## config.mk

```make
export PLATFORM = sky130hd
export DESIGN_NAME = screen_sequencer
export DESIGN_NICKNAME = d
export VERILOG_FILES = /design/src/rtl/game_pkg.sv /design/src/rtl/button_edge_detector.sv /design/src/rtl/screen_sequencer.sv
export SDC_FILE = /design/constraint.sdc
export NUM_CORES = 1
export LEC_CHECK = 0
export CAP_MARGIN = 20
export CORE_MARGIN = 1
export CORE_UTILIZATION = 38
export DETAILED_ROUTE_END_ITERATION = 6
export PLACE_DENSITY_LB_ADDON = 0.08
export SYNTH_ARGS = -nofsm -noshare
export SYNTH_HDL_FRONTEND = slang
export SYNTH_SLANG_ARGS = --single-unit
```

## constraint.sdc

```tcl
create_clock -name vga_clock -period 2.4 [get_ports vga_clock]
set_clock_uncertainty 0.2 [all_clocks]
set_input_delay 0.72 -clock vga_clock [delete_from_list [all_inputs] [get_ports vga_clock]]
set_output_delay 0.72 -clock vga_clock [all_outputs]
set_load 0.05 [all_outputs]
```

## src/rtl/game_pkg.sv

```systemverilog
// Shared sequencer types: FSM state encoding, screen_sel codes and the lives ceiling.
package game_pkg;

    typedef enum logic [2:0] {
        ST_START    = 3'd0,
        ST_PLAY     = 3'd1,
        ST_DYING    = 3'd2,
        ST_GAMEOVER = 3'd3,
        ST_WIN      = 3'd4
    } state_t;

    localparam logic [1:0] SCR_START    = 2'd0;
    localparam logic [1:0] SCR_PLAY     = 2'd1;
    localparam logic [1:0] SCR_GAMEOVER = 2'd2;
    localparam logic [1:0] SCR_WIN      = 2'd3;

    localparam logic [1:0] LIVES_MAX = 2'd3;

endpackage

```

## src/rtl/button_edge_detector.sv

```systemverilog
// Two-flop synchroniser for an asynchronous button, followed by a registered
// rising-edge detector; the pulse appears three clocks after the press.
module button_edge_detector (
    input  logic clk,
    input  logic rst,
    input  logic button,
    output logic rise
);

    logic [1:0] sync_q;
    logic       prev_q;

    always_ff @(posedge clk or posedge rst) begin
        if (rst) begin
            sync_q <= 2'b00;
            prev_q <= 1'b0;
            rise   <= 1'b0;
        end else begin
            sync_q <= {sync_q[0], button};
            prev_q <= sync_q[1];
            rise   <= sync_q[1] & ~prev_q;
        end
    end

endmodule

```

## src/rtl/screen_sequencer.sv

```systemverilog
// Game screen sequencer: START -> PLAY -> DYING/WIN -> GAMEOVER, stepped on frame ticks.
// Optional debug LED mirror enabled by defining SEQ_DEBUG_LEDS_EN.
//
// state    | meaning
// START    | title screen, waiting for a jump press
// PLAY     | game physics running, collecting death/level events
// DYING    | death animation for DEATH_FRAMES frames
// GAMEOVER | game-over screen for GAMEOVER_FRAMES frames
// WIN      | level complete, waiting for a jump press
module screen_sequencer
    import game_pkg::*;
#(
    parameter int SCREEN_WIDTH    = 640,
    parameter int SCREEN_HEIGHT   = 480,
    parameter int LIVES_INIT      = 3,
    parameter int DEATH_FRAMES    = 60,
    parameter int GAMEOVER_FRAMES = 180
) (
    input  logic       vga_clock,
    input  logic       reset,
    input  int         row,
    input  int         column,
    input  logic       display_enable,
    input  logic       jump_button,
    input  logic       mario_dead,
    input  logic       level_done,
    output logic [1:0] screen_sel,
    output logic       game_run,
    output logic       game_reset,
    output logic [1:0] lives,
    output logic [9:0] leds
);

    localparam logic [1:0] LIVES_LOAD =
        (LIVES_INIT > int'(LIVES_MAX)) ? LIVES_MAX : 2'(LIVES_INIT);
    localparam logic [7:0] DEATH_LAST    = 8'(DEATH_FRAMES - 1);
    localparam logic [7:0] GAMEOVER_LAST = 8'(GAMEOVER_FRAMES - 1);

    state_t     state;
    logic [7:0] frame_cnt;
    logic       start_pend;
    logic       dead_pend;
    logic       done_pend;
    logic       jump_edge;
    logic       frame_tick;

    button_edge_detector u_jump (
        .clk    (vga_clock),
        .rst    (reset),
        .button (jump_button),
        .rise   (jump_edge)
    );

    assign frame_tick = display_enable && (row == SCREEN_HEIGHT - 1)
                        && (column == SCREEN_WIDTH - 1);

    always_ff @(posedge vga_clock or posedge reset) begin
        if (reset) begin
            state      <= ST_START;
            screen_sel <= SCR_START;
            game_run   <= 1'b0;
            game_reset <= 1'b0;
            lives      <= 2'd0;
            frame_cnt  <= 8'd0;
            start_pend <= 1'b0;
            dead_pend  <= 1'b0;
            done_pend  <= 1'b0;
        end else begin
            game_reset <= 1'b0;
            case (state)
                ST_START: begin
                    if (frame_tick && start_pend) begin
                        state      <= ST_PLAY;
                        screen_sel <= SCR_PLAY;
                        game_run   <= 1'b1;
                        game_reset <= 1'b1;
                        lives      <= LIVES_LOAD;
                        start_pend <= 1'b0;
                        frame_cnt  <= 8'd0;
                    end else if (jump_edge) begin
                        start_pend <= 1'b1;
                    end
                end
                ST_PLAY: begin
                    // A pulse landing on the tick cycle itself is still honoured.
                    if (frame_tick) begin
                        dead_pend <= 1'b0;
                        done_pend <= 1'b0;
                        if (done_pend || level_done) begin
                            state      <= ST_WIN;
                            screen_sel <= SCR_WIN;
                            game_run   <= 1'b0;
                            frame_cnt  <= 8'd0;
                        end else if (dead_pend || mario_dead) begin
                            state      <= ST_DYING;
                            screen_sel <= SCR_PLAY;
                            game_run   <= 1'b0;
                            frame_cnt  <= 8'd0;
                            lives      <= (lives == 2'd0) ? 2'd0 : lives - 2'd1;
                        end
                    end else begin
                        if (mario_dead) dead_pend <= 1'b1;
                        if (level_done) done_pend <= 1'b1;
                    end
                end
                ST_DYING: begin
                    if (frame_tick) begin
                        if (frame_cnt == DEATH_LAST) begin
                            frame_cnt <= 8'd0;
                            if (lives == 2'd0) begin
                                state      <= ST_GAMEOVER;
                                screen_sel <= SCR_GAMEOVER;
                            end else begin
                                state      <= ST_PLAY;
                                screen_sel <= SCR_PLAY;
                                game_run   <= 1'b1;
                                game_reset <= 1'b1;
                            end
                        end else begin
                            frame_cnt <= frame_cnt + 8'd1;
                        end
                    end
                end
                ST_GAMEOVER: begin
                    if (frame_tick) begin
                        if (frame_cnt == GAMEOVER_LAST) begin
                            frame_cnt  <= 8'd0;
                            state      <= ST_START;
                            screen_sel <= SCR_START;
                        end else begin
                            frame_cnt <= frame_cnt + 8'd1;
                        end
                    end
                end
                ST_WIN: begin
                    // The press that leaves WIN is consumed, so START waits for a fresh one.
                    if (frame_tick && start_pend) begin
                        state      <= ST_START;
                        screen_sel <= SCR_START;
                        start_pend <= 1'b0;
                        frame_cnt  <= 8'd0;
                    end else if (jump_edge) begin
                        start_pend <= 1'b1;
                    end
                end
                default: begin
                    state      <= ST_START;
                    screen_sel <= SCR_START;
                    game_run   <= 1'b0;
                    frame_cnt  <= 8'd0;
                end
            endcase
        end
    end

`ifdef SEQ_DEBUG_LEDS_EN
    assign leds = {3'b000, dead_pend, start_pend, lives, state};
`else
    assign leds = 10'd0;
`endif

endmodule
```

==> results.txt <==
Worst skew pair latency - 0.28 ns
Startpoint Class - primary input
Worst slew pin tran - 0.5217 ns
CTS tree - done
CP cell instances - clkbuf_2 > or4_4 > nor4_4 > buf_6 > nand3_4 > a211oi_4 > mux2_4
Post-synth top flop - dfrtp_1
Final WS setup - -0.2120 ns
Post-place instance area - 2364 um2
Leading cell types in the layout, fill and taps excluded - 24 x dfrtp_1, 20 x buf_4, 18 x clkbuf_2
Cells after synthesis - 163
DIE AREA - 4254 um2
Io pins - 86
RD Place Congestion - 0.8779
Critical path type - primary input to flip-flop
Final setup vio count - 13
Avg Vias per Cell - 5.549
CP max FO - 4
Place WS - -0.8395 ns
Design area - 2675 um2
CTS Buf Count - 3
Row count - 22
Root Buffer - clkbuf_8
Clk buf depth - 2
Chip height - 65.23 um
Post-Place Cells - 294
Failing checks - negative setup slack
Drt wl/cell - 15.86 um
Area of the multi-input gates - 1096 um2
Syn. warnings - 0
CP max stage cell - or4_4
Final HPWL DP - 3.527 mm
Via Count - 1698
Reg area - 600.6 um2
Clock-pin transition on the worst setup and hold timing paths - 0.09 ns
Most common cell after layout, fill and taps aside - dfrtp_1
Post-layout net count - 330
Post-Syn Area - 1519 um2
Largest delay share family, worst path - simple AND/OR/NAND/NOR gates
DRC - 0
Leading post-synthesis cells by cell area - dfrtp_1 40%, buf_4 4.9%, a21oi_1 4.0%
Area grow syn2layout - 76.11%
Slew Limit Headroom - 64.73%
Async set or reset register ratio after synthesis - 100.0%
P_leak - 1.248 nW
Count of non-filler cells in the finished layout - 306
Vias in the first global route - 1743
Fmax - 0.3828 GHz
Pwr Total - 0.9271 mW
MaxCap Viol Count - 0
Post-synthesis simple-gate area fraction - 28.42%
Pwr dens - 346.6 nW/um2
Outcome - complete, but fails checks
Worst stage delay on the critical path - 0.55 ns
WL final - 4.852 mm
Mean Syn Cell Area - 9.319 um2
Global Route Usage Sum - 23.42%
Multiplexer share of the synthesized area - 2.801%
Critical path required time - 2.37 ns
Final Slew Violations - 0
RSZ-0062 raised after global routing - true
Fin. Hold Viols - 0
First-pass GRT wire length - 7.652 mm
Antenna diodes - 0
Worst path bufs/invs - 2
Share of Yosys cell area claimed by the top area cell type - 39.54%
Xor/xnor cell area share of the yosys netlist - 0%
Max rail drop VDD - 0.0002337 V
Synthesis-stage register bit count - 24
Port Buffer Count - 75
CTS Sinks - 24
Post-synth EDFFs - 0
Crit path time final - 2.612 ns
Largest family of logic cells by synthesized area - simple AND/OR/NAND/NOR gates
Post-DRT Antenna Nets - 0
Filler cells - 279
Initial antenna violation count - 0
Largest net degree at the start of global routing - 25
Post-synthesis cell type count - 46
Share of layout cells above drive strength 1 - 38.37%
H-tree depth - 1
Adder-cell share of the synthesized area - 0.8237%
End-of-flow core utilization - 71.46%
DIE WIDTH - 65.23 um
Sequential-to-total area share from yosys stat - 39.54%
GR Overflow Total - 0
Hold Crit Class - flip-flop to flip-flop
CP arrival - 2.58 ns
Drt pass-1 iters - 4
Initial Util - 40.57%
Drt first-iter violations - 47
Post-route clock period utilization - 108.8%
Synth area leader - dfrtp_1
Core ar. - 3744 um2
Compound-gate portion of the synthesized area - 20.02%
CP Capture Type - flip-flop
==> worst reg2reg max path: cells and delay by family (launching register included) <==
| kind | cells | cell delay [ns] |
|---|---|---|
| AND/OR/NAND/NOR | 4 | 0.86 |
| flip-flops | 1 | 0.49 |
| AO/OA/AOI/OAI | 2 | 0.46 |
| buffers and inverters | 1 | 0.19 |
==> area by class of cell <==
type | count | share of cell area, %
inverter | 5 | 0.7016
clock inverter | 1 | 1.123
sequential | 24 | 22.45
clock buffer | 3 | 1.543
timing repair buffer | 97 | 30.96
tap | 48 | 2.245
multi-input combinational | 128 | 40.97
==> Yosys cell counts (5+ instances only) <==
| master | n |
|---|---|
| inv_1 | 5 |
| a21o_2 | 6 |
| nor4_1 | 7 |
| dfrtp_1 | 24 |
| nor2_1 | 10 |
| nand3_1 | 11 |
| a21oi_1 | 12 |
| o21ai_0 | 5 |
| nand2_1 | 8 |
| nand4_1 | 6 |
| clkbuf_1 | 5 |
| buf_4 | 10 |
| o31ai_1 | 5 |
==> metrics by stage <==
| stage | setup TNS [ns] | hold slack, ns |
|---|---|---|
| detailed placement | -13.16 | 0.1483 |
| CTS | -2.095 | 0.1712 |
| finish | -1.809 | 0.1652 |
| global route | -2.897 | 0.1744 |
| global placement | -11.89 | 0.1426 |
| floorplan | -3.073 | 0.1312 |
==> report_power, final <==
part / internal, mW / switching [mW]
clock network: 0.223 / 0.145
logic: 0.0779 / 0.0728
registers: 0.407 / 0.00109
total: 0.709 / 0.218
==> registers in the layout, indices dropped and copies added (netlist names) <==
name           cells
u_jump.prev_q      1
state              3
u_jump.rise        1
screen_sel         2
game_run           1
u_jump.sync_q      2
frame_cnt          8
lives              2
game_reset         1
done_pend          1
dead_pend          1
start_pend         1
==> routing by layer <==
| metal | GRT usage, % | vias to the layer above | wire length, um |
|---|---|---|---|
| met1 | 26.02 | 799 | 1840 |
| met3 | 3.472 | 12 | 363 |
| met4 | 10.60 | 0 | 116 |
| met2 | 43.43 | 97 | 2531 |
| met5 | 0 | - | 0 |
| li1 | - | 790 | - |
==> cell families (layout without fill, tap and decap cells) <==
| kind of cell | count (synthesis) | count (layout) |
|---|---|---|
| flops | 24 | 24 |
| mux | 4 | 4 |
| fa+ha+maj | 1 | 1 |
| buf+inv | 21 | 106 |
| other cells | 1 | 10 |
| simple gates | 69 | 69 |
| compound gates | 43 | 44 |
==> final timing paths <==
check | from | to | slack [ns] | depth (start not counted)
setup reg to reg | frame_cnt[4]$_DFFE_PP0P_ | frame_cnt[2]$_DFFE_PP0P_ | 0.09 | 7
hold / removal | u_jump.sync_q[0]$_DFF_PP0_ | u_jump.sync_q[1]$_DFF_PP0_ | 0.17 | 0
min in group asynchronous | reset | state[1]$_DFFE_PP0P_ | 0.59 | 3
max in group asynchronous | reset | frame_cnt[5]$_DFFE_PP0P_ | 1.17 | 3
hold reg to reg | u_jump.sync_q[0]$_DFF_PP0_ | u_jump.sync_q[1]$_DFF_PP0_ | 0.17 | 0
setup / recovery | row[20] | screen_sel[0]$_DFFE_PP0P_ | -0.21 | 7
==> what timing repair did <==
action,in CTS,in global routing
pin swaps,29,29
cloned,0,1
resized for setup,103,76
hold buffers,0,0
setup endpoints to repair,20,20
setup buffers,3,4
Power figures use the tool's default switching activity.
